<file path="src/rtl/tnoc_config_pkg.sv">
// Shared configuration for the tnoc credit link: width helpers, default sizes,
// VC index type and link flit payload.
package tnoc_config_pkg;

    localparam int unsigned TNOC_CHANNELS   = 2;
    localparam int unsigned TNOC_FLIT_WIDTH = 64;
    localparam int unsigned TNOC_CREDITS    = 8;

    // Counter must hold 0..credits inclusive.
    function automatic int unsigned credit_width(input int unsigned credits);
        return $clog2(credits + 1);
    endfunction

    function automatic int unsigned vc_width(input int unsigned channels);
        return (channels > 1) ? $clog2(channels) : 1;
    endfunction

    localparam int unsigned TNOC_VC_WIDTH = vc_width(TNOC_CHANNELS);

    typedef logic [TNOC_VC_WIDTH-1:0] vc_idx_t;

    typedef struct packed {
        vc_idx_t                    vc;
        logic                       tail;
        logic [TNOC_FLIT_WIDTH-1:0] flit;
    } link_flit_t;

endpackage

</file>
<file path="src/rtl/tnoc_credit_counter.sv">
// Single-VC credit counter: starts full, decrements on send, increments on
// return, saturates at CREDITS and flags an overflow attempt.
module tnoc_credit_counter
    import tnoc_config_pkg::*;
#(
    parameter int unsigned CREDITS = 8
) (
    input  logic                             clk,
    input  logic                             rst,
    input  logic                             dec,
    input  logic                             inc,
    output logic [credit_width(CREDITS)-1:0] count,
    output logic                             zero,
    output logic                             overflow
);

    localparam int unsigned CW   = credit_width(CREDITS);
    localparam logic [CW-1:0] FULL = CW'(CREDITS);

    logic [CW-1:0] count_next;

    // dec and inc together cancel; a return into a full counter is dropped.
    always_comb begin
        count_next = count;
        overflow   = 1'b0;
        if (dec && !inc && (count != '0)) begin
            count_next = count - CW'(1);
        end else if (inc && !dec) begin
            if (count == FULL) begin
                overflow = 1'b1;
            end else begin
                count_next = count + CW'(1);
            end
        end
    end

    always_ff @(posedge clk or posedge rst) begin
        if (rst) begin
            count <= FULL;
        end else begin
            count <= count_next;
        end
    end

    assign zero = (count == '0);

endmodule

</file>
<file path="src/rtl/tnoc_vc_credit_tx.sv">
// Credit-based per-VC link transmitter with a registered valid-only link.
// Optional sticky overflow flag: define TNOC_VC_CREDIT_TX_ERROR_CHECK_EN.
module tnoc_vc_credit_tx
    import tnoc_config_pkg::*;
#(
    parameter int unsigned CHANNELS   = 2,
    parameter int unsigned FLIT_WIDTH = 64,
    parameter int unsigned CREDITS    = 8,
    parameter int unsigned VC_WIDTH   = vc_width(CHANNELS)
) (
    input  logic                  clk,
    input  logic                  rst,
    input  logic                  i_valid,
    output logic                  o_ready,
    input  logic [VC_WIDTH-1:0]   i_vc,
    input  logic                  i_tail,
    input  logic [FLIT_WIDTH-1:0] i_flit,
    output logic                  o_valid,
    output logic [VC_WIDTH-1:0]   o_vc,
    output logic                  o_tail,
    output logic [FLIT_WIDTH-1:0] o_flit,
    input  logic [CHANNELS-1:0]   i_credit_return,
    output logic [CHANNELS-1:0]   o_credit_zero,
    output logic                  o_credit_error
);

    localparam int unsigned CW = credit_width(CREDITS);

    typedef struct packed {
        logic [VC_WIDTH-1:0]   vc;
        logic                  tail;
        logic [FLIT_WIDTH-1:0] flit;
    } link_t;

    logic [CHANNELS-1:0] dec;
    logic [CHANNELS-1:0] zero;
    logic [CHANNELS-1:0] overflow;
    logic [CW-1:0]       count [CHANNELS];
    logic                accept;
    link_t               link_q;

    // Out-of-range VC matches no channel and therefore stays not-ready.
    always_comb begin
        o_ready = 1'b0;
        for (int unsigned v = 0; v < CHANNELS; v++) begin
            if (i_vc == VC_WIDTH'(v)) begin
                o_ready = !zero[v];
            end
        end
    end

    assign accept = i_valid & o_ready;

    for (genvar v = 0; v < CHANNELS; v++) begin : g_vc
        assign dec[v] = accept && (i_vc == VC_WIDTH'(v));

        tnoc_credit_counter #(
            .CREDITS (CREDITS)
        ) u_counter (
            .clk      (clk),
            .rst      (rst),
            .dec      (dec[v]),
            .inc      (i_credit_return[v]),
            .count    (count[v]),
            .zero     (zero[v]),
            .overflow (overflow[v])
        );
    end

    // Payload holds when idle; only valid toggles.
    always_ff @(posedge clk or posedge rst) begin
        if (rst) begin
            o_valid <= 1'b0;
            link_q  <= '0;
        end else begin
            o_valid <= accept;
            if (accept) begin
                link_q <= '{vc: i_vc, tail: i_tail, flit: i_flit};
            end
        end
    end

    assign o_vc          = link_q.vc;
    assign o_tail        = link_q.tail;
    assign o_flit        = link_q.flit;
    assign o_credit_zero = zero;

    logic unused_count;
    always_comb begin
        unused_count = 1'b0;
        for (int unsigned v = 0; v < CHANNELS; v++) begin
            unused_count = unused_count ^ (^count[v]);
        end
    end

`ifdef TNOC_VC_CREDIT_TX_ERROR_CHECK_EN
    logic credit_error_q;

    always_ff @(posedge clk or posedge rst) begin
        if (rst) begin
            credit_error_q <= 1'b0;
        end else if (|overflow) begin
            credit_error_q <= 1'b1;
        end
    end

    assign o_credit_error = credit_error_q;

    a_no_overflow: assert property (@(posedge clk) disable iff (rst) !(|overflow))
        else $error("credit overflow: return into a full counter");
`else
    logic unused_overflow;
    assign unused_overflow = |overflow;
    assign o_credit_error  = 1'b0;
`endif

endmodule

</file>
<file path="config.mk">
export PLATFORM = sky130hd
export DESIGN_NAME = tnoc_vc_credit_tx
export DESIGN_NICKNAME = d
export VERILOG_FILES = /design/src/rtl/tnoc_config_pkg.sv /design/src/rtl/tnoc_credit_counter.sv /design/src/rtl/tnoc_vc_credit_tx.sv
export SDC_FILE = /design/constraint.sdc
export NUM_CORES = 1
export LEC_CHECK = 0
export ABC_AREA = 1
export BUFFER_PORTS_ARGS = -buffer_cell sky130_fd_sc_hd__buf_2
export CAP_MARGIN = 20
export CELL_PAD_IN_SITES_DETAIL_PLACEMENT = 1
export CELL_PAD_IN_SITES_GLOBAL_PLACEMENT = 1
export CORE_MARGIN = 2
export CORE_UTILIZATION = 30
export CTS_CLUSTER_DIAMETER = 80
export DETAILED_ROUTE_END_ITERATION = 10
export PLACE_DENSITY = 0.81
export SYNTH_ARGS = -nofsm -noshare
export SYNTH_HDL_FRONTEND = slang
export SYNTH_SLANG_ARGS = --single-unit
</file>
<file path="constraint.sdc">
create_clock -name clk -period 2.6 [get_ports clk]
set_clock_uncertainty 0.05 [all_clocks]
set_input_delay 0.78 -clock clk [delete_from_list [all_inputs] [get_ports clk]]
set_output_delay 0.78 -clock clk [all_outputs]
set_load 0.05 [all_outputs]
</file>
==> flow_metrics.env, run 1 <==
export IMPL_critPathMaxFanout=3
export IMPL_status="completed"
export IMPL_dieArea_um2=11700
export IMPL_hold_violations=0
export IMPL_max_freq_ghz=0.425
export IMPL_synthCells=381
export IMPL_wl_met1_mm=3.55
export IMPL_overflow=0
export IMPL_finalMaxSlewViolations=0
export IMPL_routed_wl_met3_um=520
export IMPL_yosys_top_cells_area="dfrtp_1 56%, nand2_1 26%, inv_1 2.3%"
export IMPL_swShare_pct=52.9
export IMPL_start_util_pct=30.4
export IMPL_avgSynthCellArea_um2=8.53
export IMPL_setup_viol=0
export IMPL_whs_ps=422
export IMPL_yosys_warnings=0
export IMPL_power_density_nw_per_um2=1310
export IMPL_place_congestion=0.765
export IMPL_finalCritPeriodShare_pct=90.6
export IMPL_syn_to_final_growth_pct=29.4
export IMPL_route_detailed_drc=0
export IMPL_clk_path_buf_depth=2
export IMPL_cap_viol_max_count=0
export IMPL_viasPerCell=4.30
export IMPL_p_comb_share_pct=51.9
export IMPL_internal_power_mw=2.59
export IMPL_grt_pass1_vias=3036
export IMPL_cts_sinks=75
export IMPL_num_vias=2864
export IMPL_end_kind="output port"
export IMPL_n_antenna_cell=0
export IMPL_timing_critical_path_arrival_ps=1520
export IMPL_coreArea_um2=10700
export IMPL_drtIter0Drc=99
export IMPL_worstMarginPinSlew_ps=576
export IMPL_clock_latency_ps=340
export IMPL_synth_top_area_share_pct=56.2
export IMPL_postCtsSetupRepairBufs=0
export IMPL_cts_hold_buf=0
export IMPL_relSlewSlack_pct=61.6
export IMPL_hold_path_class="flop to flop"
export IMPL_critPathLaunchType="flop"
export IMPL_irDropWorstVdd_v=0.000514
export IMPL_grt_max_degree=67
export IMPL_p_switching_mw=2.91
export IMPL_ys_seq_elements=75
export IMPL_synth_ff_type="dfrtp_1"
export IMPL_port_buffers=140
export IMPL_antenna_found_initial=0
export IMPL_htree_num_levels=3
export IMPL_rows=38
export IMPL_yosysSeqAreaShare_pct=57.8
export IMPL_synth_nets=458
export IMPL_grt_util_all_layers_pct=15.1
export IMPL_dr_wl_met2_mm=4.27
export IMPL_hpwl_mm=6.40
export IMPL_critical_path_class="flop to output port"
export IMPL_yosysTopAreaCell="dfrtp_1"
export IMPL_fin_nets=598
export IMPL_cts_tree="built"
export IMPL_top_level_ports=142
export IMPL_fin_setup_tns_ps=0
export IMPL_ctsResizeCount=0
export IMPL_die_w_um=108
export IMPL_async_flop_share_pct=100
export IMPL_critical_path_required_ps=1770
export IMPL_clock_power_share_pct=14.4
export IMPL_clockRootBuffer="clkbuf_8"
export IMPL_clk_pin_slew_ps=80
export IMPL_yosysUniqueCellTypes=22
export IMPL_netlist_area_um2=3250
export IMPL_grt_pass1_wl_mm=14.1
export IMPL_fin_crit_ps=2350
export IMPL_die_h_um=108
export IMPL_routed_top_layer="met4"
export IMPL_grt_setup_unrepaired="false"
export IMPL_synth_edff_count=0
export IMPL_drt_wirelength_per_cell_um=12.8
export IMPL_p_seq_share_pct=33.7
export IMPL_drive_gt1_share_pct=33.3
export IMPL_leakagePower_nw=2.50
export IMPL_antenna_left=0
export IMPL_totalWireLength_mm=8.51
export IMPL_cts_buffers_inserted=9
export IMPL_dr_pass1_iters=4
[worst max-delay path, cell delays in order, from the launching register on]
cell and delay (ps):
dfstp_2 560, nor2_1 50, nand2_2 90, inv_2 50
nand2_2 70, nand2_4 70, inv_1 50, buf_2 250
[routing by layer]
metal	up-vias	track usage, %
met5	-	0
met4	0	6.50
met3	15	3.50
met2	86	25.7
met1	1354	18.4
li1	1409	-
[Yosys cell counts (all sizes together) (4+ instances only)]
cell,n
dfrtp,73
ha,4
inv,23
nand3,8
nor2,11
buf,17
nand2,232
[placed cells by master, fill, tap and decap left out, types with 3 or more instances in the layout]
cell,n
nand2_1,227
dfrtp_1,73
nor2_1,8
buf_4,5
ha_1,4
inv_1,19
clkinvlp_4,4
clkbuf_8,9
nand3_1,8
buf_2,140
nand2_2,4
inv_2,3
[final timing paths]
| kind | start | to | slack (ps) | cells past startpoint |
|---|---|---|---|---|
| setup / recovery | g_vc[1].u_counter.count[3] | o_ready | 250 | 7 |
| hold / removal | o_flit[29] | o_flit[29] | 420 | 2 |
| setup reg to reg | g_vc[0].u_counter.count[3] | g_vc[0].u_counter.count[3] | 520 | 12 |
| hold reg to reg | o_flit[29] | o_flit[29] | 420 | 2 |
| max in group asynchronous | rst | o_flit[3] | 1540 | 3 |
| min in group asynchronous | rst | o_flit[57] | 490 | 3 |
[cells by family after synthesis]
logic type,Yosys count,share of synthesized area [%]
AOI/OAI and AO/OA,4,0.616
xor gates and xnor gates,2,0.539
adders and majority gates,6,2.77
buffers and inverters,40,7.27
DFF,75,57.8
other,1,0.115
and+or+nand+nor,253,30.9
[state kept, by name (all words and copies together) (netlist names)]
register / cells
g_vc.u_counter.count: 8
o_valid: 1
o_vc: 1
o_flit: 64
o_tail: 1
[cell type report]
cell class | count | area, um^2
clock inverter | 6 | 41.3
sequential | 75 | 1880
timing repair buffer | 146 | 758
clock buffer | 10 | 128
inverter | 23 | 90.1
fill | 1352 | 6490
tap | 140 | 175
multi-input combinational | 266 | 1130
[through the flow]
step	setup slack (ps)	instances	total power, mW	util [%]	instance area, um^2
global placement	287	650	4.66	37.7	4040
finish	245	666	5.49	39.3	4210
detailed placement	155	650	4.77	37.7	4040
CTS	213	666	5.59	39.3	4210
global route	153	666	5.88	39.3	4210
floorplan	491	381	4.09	-	3250
[power groups by stage]
stage / Sequential (mW) / Combinational (mW) / Clock [mW]
CTS: 1.86 / 2.90 / 0.835
floorplan: 3.12 / 0.967 / 0
detailed placement: 1.88 / 2.90 / 0
finish: 1.85 / 2.85 / 0.790
global placement: 1.85 / 2.81 / 0
global route: 1.91 / 3.10 / 0.876
No activity file was read; power rests on OpenSTA's default activity.
==> run 2: changes to the inputs <==
--- a/config.mk
+++ b/config.mk
@@ -10,6 +10,7 @@
 export CAP_MARGIN = 20
 export CELL_PAD_IN_SITES_DETAIL_PLACEMENT = 1
 export CELL_PAD_IN_SITES_GLOBAL_PLACEMENT = 1
+export CORE_ASPECT_RATIO = 1.75
 export CORE_MARGIN = 2
 export CORE_UTILIZATION = 30
 export CTS_CLUSTER_DIAMETER = 80
==> run 2 against run 1 <==
Against the previous run:
- non-clock buffer count unchanged
- first-iteration DRC count down 23%
- clock-buffer cell count did not move
- highest routed layer unchanged
==> flow_metrics.env, run 2 (synthesis results as in run 1) <==
export IMPL_clk_path_buf_depth=2
export IMPL_route_detailed_drc=0
export IMPL_drtIter0Drc=76
export IMPL_finalMaxSlewViolations=0
export IMPL_ctsResizeCount=0
export IMPL_r2r_cells=13
export IMPL_regArea_um2=1880
export IMPL_crit_slowest_cell="dfstp_2"
export IMPL_hold_violations=0
export IMPL_status="completed"
export IMPL_grt_pass1_vias=3249
export IMPL_whs_ps=419
export IMPL_power_density_nw_per_um2=1400
export IMPL_cts_buffers_inserted=9
export IMPL_syn_to_final_growth_pct=35.4
export IMPL_fin_nets=598
export IMPL_hold_path_class="flop to flop"
export IMPL_reg2reg_slack_ps=550
export IMPL_postCtsSetupRepairBufs=0
export IMPL_critical_path_required_ps=1770
export IMPL_grt_max_degree=61
export IMPL_antenna_found_initial=0
export IMPL_clockRootBuffer="clkbuf_16"
export IMPL_die_w_um=82.7
export IMPL_cap_viol_max_count=0
export IMPL_grt_setup_unrepaired="false"
export IMPL_leakagePower_nw=2.60
export IMPL_final_cell_mix="227 x nand2_1, 140 x buf_2, 73 x dfrtp_1"
export IMPL_start_util_pct=30.6
export IMPL_worstSetupEndpoint="o_ready"
export IMPL_dieArea_um2=11700
export IMPL_coreArea_um2=10600
export IMPL_critical_path_class="flop to output port"
export IMPL_timing_critical_path_arrival_ps=1520
export IMPL_max_freq_ghz=0.425
export IMPL_clk_pin_slew_ps=60
export IMPL_die_h_um=142
export IMPL_overflow=0
export IMPL_largest_register_ffs=64
export IMPL_critPathMaxStageDelay_ps=550
export IMPL_finalCritPeriodShare_pct=90.5
export IMPL_drive_gt1_share_pct=33.5
export IMPL_irDropWorstVdd_v=0.000730
export IMPL_cp_common_cell="nand2_2"
export IMPL_port_buffers=140
export IMPL_critPathLaunchType="flop"
export IMPL_grt_pass1_wl_mm=14.5
export IMPL_hpwl_mm=6.89
export IMPL_viasPerCell=4.47
export IMPL_clock_latency_ps=320
export IMPL_fillers=1330
export IMPL_crit_chain="nor2_1 -> nand2_2 -> inv_2 -> nand2_2 -> nand2_4 -> inv_1 -> buf_2"
export IMPL_rows=50
export IMPL_num_vias=2934
export IMPL_startpoint="g_vc[1].u_counter.count[3]"
export IMPL_critPathMaxFanout=3
export IMPL_end_kind="output port"
export IMPL_drt_wirelength_per_cell_um=14.0
export IMPL_cts_sinks=75
export IMPL_antenna_left=0
export IMPL_multi_input_comb_area_um2=1130
export IMPL_place_congestion=0.808
export IMPL_grt_util_all_layers_pct=16.0
export IMPL_dr_pass1_iters=4
export IMPL_fin_crit_ps=2350
export IMPL_worstMarginPinSlew_ps=622
export IMPL_rr_startpoint="g_vc[1].u_counter.count[3]"
export IMPL_top_level_ports=142
export IMPL_fin_setup_tns_ps=0
export IMPL_totalWireLength_mm=9.17
export IMPL_n_antenna_cell=0
export IMPL_setup_viol=0
export IMPL_htree_num_levels=3
export IMPL_cts_hold_buf=0
export IMPL_r2r_end="g_vc[1].u_counter.count[3]"
export IMPL_relSlewSlack_pct=58.4
export IMPL_cts_tree="built"
export IMPL_layout_commonest_cell="nand2_1"
## run 2: cell types whose count changed in the layout (fill, tap and decap cells not counted), sizes merged
cell      change
clkinv        +1
inv           -1
bufinv        +3
clkinvlp      -3
## run 2: how the worst min path moves through the flow
stage | startpoint | endpoint | slack (ps) | depth (start not counted)
5_1_grt | o_flit[9] | o_flit[9] | 440 | 2
6_report | o_flit[38] | o_flit[38] | 420 | 2
4_1_cts | o_flit[7] | o_flit[7] | 420 | 2
3_3_place_gp | o_flit[56] | o_flit[56] | 400 | 2
3_5_place_dp | o_flit[38] | o_flit[38] | 410 | 2
2_1_floorplan | g_vc[0].u_counter.count[3] | g_vc[0].u_counter.count[3] | 400 | 2
## run 2: where the power goes
part / internal, mW / leakage (nW) / switching [mW] / total, mW
combinational: 0.646 / 1.52 / 2.23 / 2.87
sequential: 1.60 / 0.912 / 0.254 / 1.86
clock: 0.965 / 0.173 / 0.484 / 1.45
## run 2: layout make-up
cell class / instances / share of cell area [%]
Clock buffer: 10 / 5.43
Sequential cell: 75 / 42.7
Timing Repair Buffer: 146 / 17.8
Clock inverter: 6 / 2.56
Inverter: 23 / 2.05
Tap cell: 130 / 3.70
Multi-Input combinational cell: 266 / 25.8
## run 2: through the flow
stage | std cells | instance area, um^2 | total power [mW] | setup WS, ps | util (%)
floorplan | 381 | 3250 | 4.09 | 491 | -
finish | 656 | 4400 | 6.18 | 248 | 41.4
global placement | 640 | 4050 | 4.66 | 366 | 38.1
global route | 656 | 4400 | 6.57 | 153 | 41.4
CTS | 656 | 4400 | 6.27 | 228 | 41.4
detailed placement | 640 | 4050 | 4.79 | 275 | 38.1
## run 2: metal layers
layer / share of wire [%] / vias up / track usage [%]
met3: 6.4 / 18 / 3.88
met1: 36 / 1403 / 15.8
met4: 2.4 / 0 / 6.56
met2: 55 / 96 / 30.3
met5: 0 / - / 0
li1: - / 1417 / -
## run 2: critical path, delay by kind of cell (launching register included)
family / cells / cell delay, ps
DFF: 1 / 550
buffers and inverters: 3 / 350
and+or+nand+nor: 4 / 300
==> run 3: changes to the inputs <==
--- a/config.mk
+++ b/config.mk
@@ -5,17 +5,16 @@
 export SDC_FILE = /design/constraint.sdc
 export NUM_CORES = 1
 export LEC_CHECK = 0
-export ABC_AREA = 1
 export BUFFER_PORTS_ARGS = -buffer_cell sky130_fd_sc_hd__buf_2
 export CAP_MARGIN = 20
 export CELL_PAD_IN_SITES_DETAIL_PLACEMENT = 1
 export CELL_PAD_IN_SITES_GLOBAL_PLACEMENT = 1
 export CORE_ASPECT_RATIO = 1.75
 export CORE_MARGIN = 2
-export CORE_UTILIZATION = 30
+export CORE_UTILIZATION = 33
 export CTS_CLUSTER_DIAMETER = 80
 export DETAILED_ROUTE_END_ITERATION = 10
-export PLACE_DENSITY = 0.81
+export PLACE_DENSITY = 0.82
 export SYNTH_ARGS = -nofsm -noshare
 export SYNTH_HDL_FRONTEND = slang
 export SYNTH_SLANG_ARGS = --single-unit
==> run 3 against run 2 <==
Against the previous run:
- die area is 10% lower
- via count is 21% lower
- non-clock buffer count is 7 higher
- sequential power hardly changed
- highest routed layer unchanged
==> flow_metrics.env, run 3 <==
export IMPL_end_kind="output port"
export IMPL_synth_top_family_by_area="multiplexers"
export IMPL_wl_met1_mm=2.68
export IMPL_p_total_mw=6.27
export IMPL_hold_path_class="primary input to asynchronous set/reset pin"
export IMPL_top_level_ports=142
export IMPL_synthCells=218
export IMPL_clockRootBuffer="clkbuf_16"
export IMPL_yosysSeqAreaShare_pct=58.6
export IMPL_fin_area_um2=4460
export IMPL_place_congestion=0.760
export IMPL_yosys_cell_count_top_type="dfrtp_1"
export IMPL_stdcell_count=496
export IMPL_grt_max_degree=48
export IMPL_reg2reg_slack_ps=200
export IMPL_yosys_top_cells_area="dfrtp_1 57%, mux2_1 16%, mux2_2 7.0%"
export IMPL_critPathMaxFanout=5
export IMPL_dr_pass1_iters=3
export IMPL_finalMaxSlewViolations=0
export IMPL_rows=47
export IMPL_synth_ff_type="dfrtp_1"
export IMPL_status="completed"
export IMPL_rr_startpoint="g_vc[0].u_counter.count[1]"
export IMPL_num_vias=2319
export IMPL_ys_top_cells_by_count="73 x dfrtp_1, 45 x mux2_1, 20 x mux2_2"
export IMPL_cts_sinks=75
export IMPL_netlist_area_um2=3200
export IMPL_coreArea_um2=9470
export IMPL_start_util_pct=33.8
export IMPL_critical_path_required_ps=1770
export IMPL_critPathLaunchType="flop"
export IMPL_ys_seq_elements=75
export IMPL_async_flop_share_pct=100
export IMPL_yosysTopAreaCell="dfrtp_1"
export IMPL_overflow=0
export IMPL_clock_latency_ps=320
export IMPL_layout_commonest_cell="buf_2"
export IMPL_totalWireLength_mm=7.75
export IMPL_finalCritPeriodShare_pct=97.0
export IMPL_synth_compound_area_share_pct=4.26
export IMPL_antenna_found_initial=0
export IMPL_routed_top_layer="met4"
export IMPL_synth_simple_area_share_pct=4.41
export IMPL_drtIter0Drc=63
export IMPL_leakagePower_nw=2.19
export IMPL_synth_top_area_share_pct=57.0
export IMPL_fin_crit_ps=2520
export IMPL_hold_violations=0
export IMPL_r2r_cells=9
export IMPL_avgSynthCellArea_um2=14.7
export IMPL_cts_tree="built"
export IMPL_max_freq_ghz=0.396
export IMPL_power_density_nw_per_um2=1400
export IMPL_synth_edff_count=0
export IMPL_cts_buffers_inserted=9
export IMPL_htree_num_levels=3
export IMPL_grt_pass1_wl_mm=12.5
export IMPL_largest_register_ffs=64
export IMPL_cap_viol_max_count=0
export IMPL_grt_setup_unrepaired="false"
export IMPL_setup_viol=0
export IMPL_clk_pin_slew_ps=60
export IMPL_r2r_end="g_vc[0].u_counter.count[3]"
export IMPL_die_h_um=134
export IMPL_fin_nets=447
export IMPL_viasPerCell=4.68
export IMPL_timing_critical_path_arrival_ps=1690
export IMPL_dp_cells=480
export IMPL_port_buffers=140
export IMPL_fin_setup_tns_ps=0
export IMPL_synth_nets=295
export IMPL_syn_to_final_growth_pct=39.2
export IMPL_critical_path_class="flop to output port"
export IMPL_grt_pass1_vias=2640
export IMPL_yosys_warnings=0
export IMPL_yosysUniqueCellTypes=34
export IMPL_grt_util_all_layers_pct=15.2
export IMPL_worstSetupEndpoint="o_ready"
export IMPL_routed_wl_met3_um=434
export IMPL_dr_wl_met2_mm=4.45
export IMPL_clk_path_buf_depth=2
export IMPL_yosys_area_share_xor_xnor_pct=1.64
export IMPL_die_w_um=78.5
export IMPL_drt_wirelength_per_cell_um=15.6
export IMPL_dieArea_um2=10500
export IMPL_route_detailed_drc=0
export IMPL_hpwl_mm=6.28
export IMPL_muxShareOfSynthArea_pct=23.2
export IMPL_antenna_left=0
export IMPL_whs_ps=380
export IMPL_place_area_um2=4080
export IMPL_final_cell_mix="138 x buf_2, 73 x dfrtp_1, 45 x mux2_1"
export IMPL_drive_gt1_share_pct=52.9
export IMPL_startpoint="g_vc[0].u_counter.count[1]"
export IMPL_synthAdderAreaFrac_pct=2.81
export IMPL_n_antenna_cell=0
export IMPL_irDropWorstVdd_v=0.000558
export IMPL_cts_hold_buf=0
[run 3: cells by family (layout without fill, tap and decap cells)]
group,Yosys count,in the layout
buf+inv,22,178
other cells,1,1
compound gates,20,20
simple gates,22,22
mux,66,66
flops,75,75
fa+ha+maj,6,6
xor+xnor,6,6
[run 3: cell type report]
cell class	instances	area, um^2
Clock inverter	6	138
Timing Repair Buffer	153	841
Fill cell	997	5010
Clock buffer	9	225
Inverter	10	41.3
Sequential cell	75	1880
Tap cell	122	153
Multi-Input combinational cell	121	1180
[run 3: power breakdown]
| part | total (mW) | internal [mW] | switching [mW] |
|---|---|---|---|
| clock | 1.50 | 1.03 | 0.467 |
| sequential | 1.88 | 1.61 | 0.273 |
| combinational | 2.88 | 0.840 | 2.04 |
| total | 6.27 | 3.48 | 2.78 |
[run 3: timing repair]
action,4_1_cts,5_1_grt
buffers inserted,0,1
endpoints found under the setup margin,0,3
gates resized for setup,0,5
[run 3: per-layer routing]
layer	vias to the layer above	global-route usage, %
li1	1066	-
met1	1143	15.2
met2	95	29.5
met3	15	3.57
met4	0	6.04
met5	-	0
[run 3: worst min path at each step]
stage / startpoint / end / depth (start not counted)
CTS: rst / o_flit[58] / 2
finish: rst / o_flit[58] / 2
detailed placement: o_flit[9] / o_flit[9] / 1
global route: rst / o_flit[8] / 2
global placement: o_flit[8] / o_flit[8] / 1
floorplan: g_vc[0].u_counter.count[3] / g_vc[0].u_counter.count[3] / 1
[run 3: through the flow]
stage                     util [%]  setup slack [ps]
after floorplan                  -              48.8
after global placement        43.1              46.5
after detailed placement      43.1             -25.1
after CTS                     46.9              24.6
after global routing          47.1              11.5
final                         47.1              77.9
[run 3: worst max-delay path, cell delays in order, from the launching register on]
cell and delay [ps]:
dfrtp_1 430, or4_4 570, nor2_4 120, a21oi_1 50, clkbuf_4 210
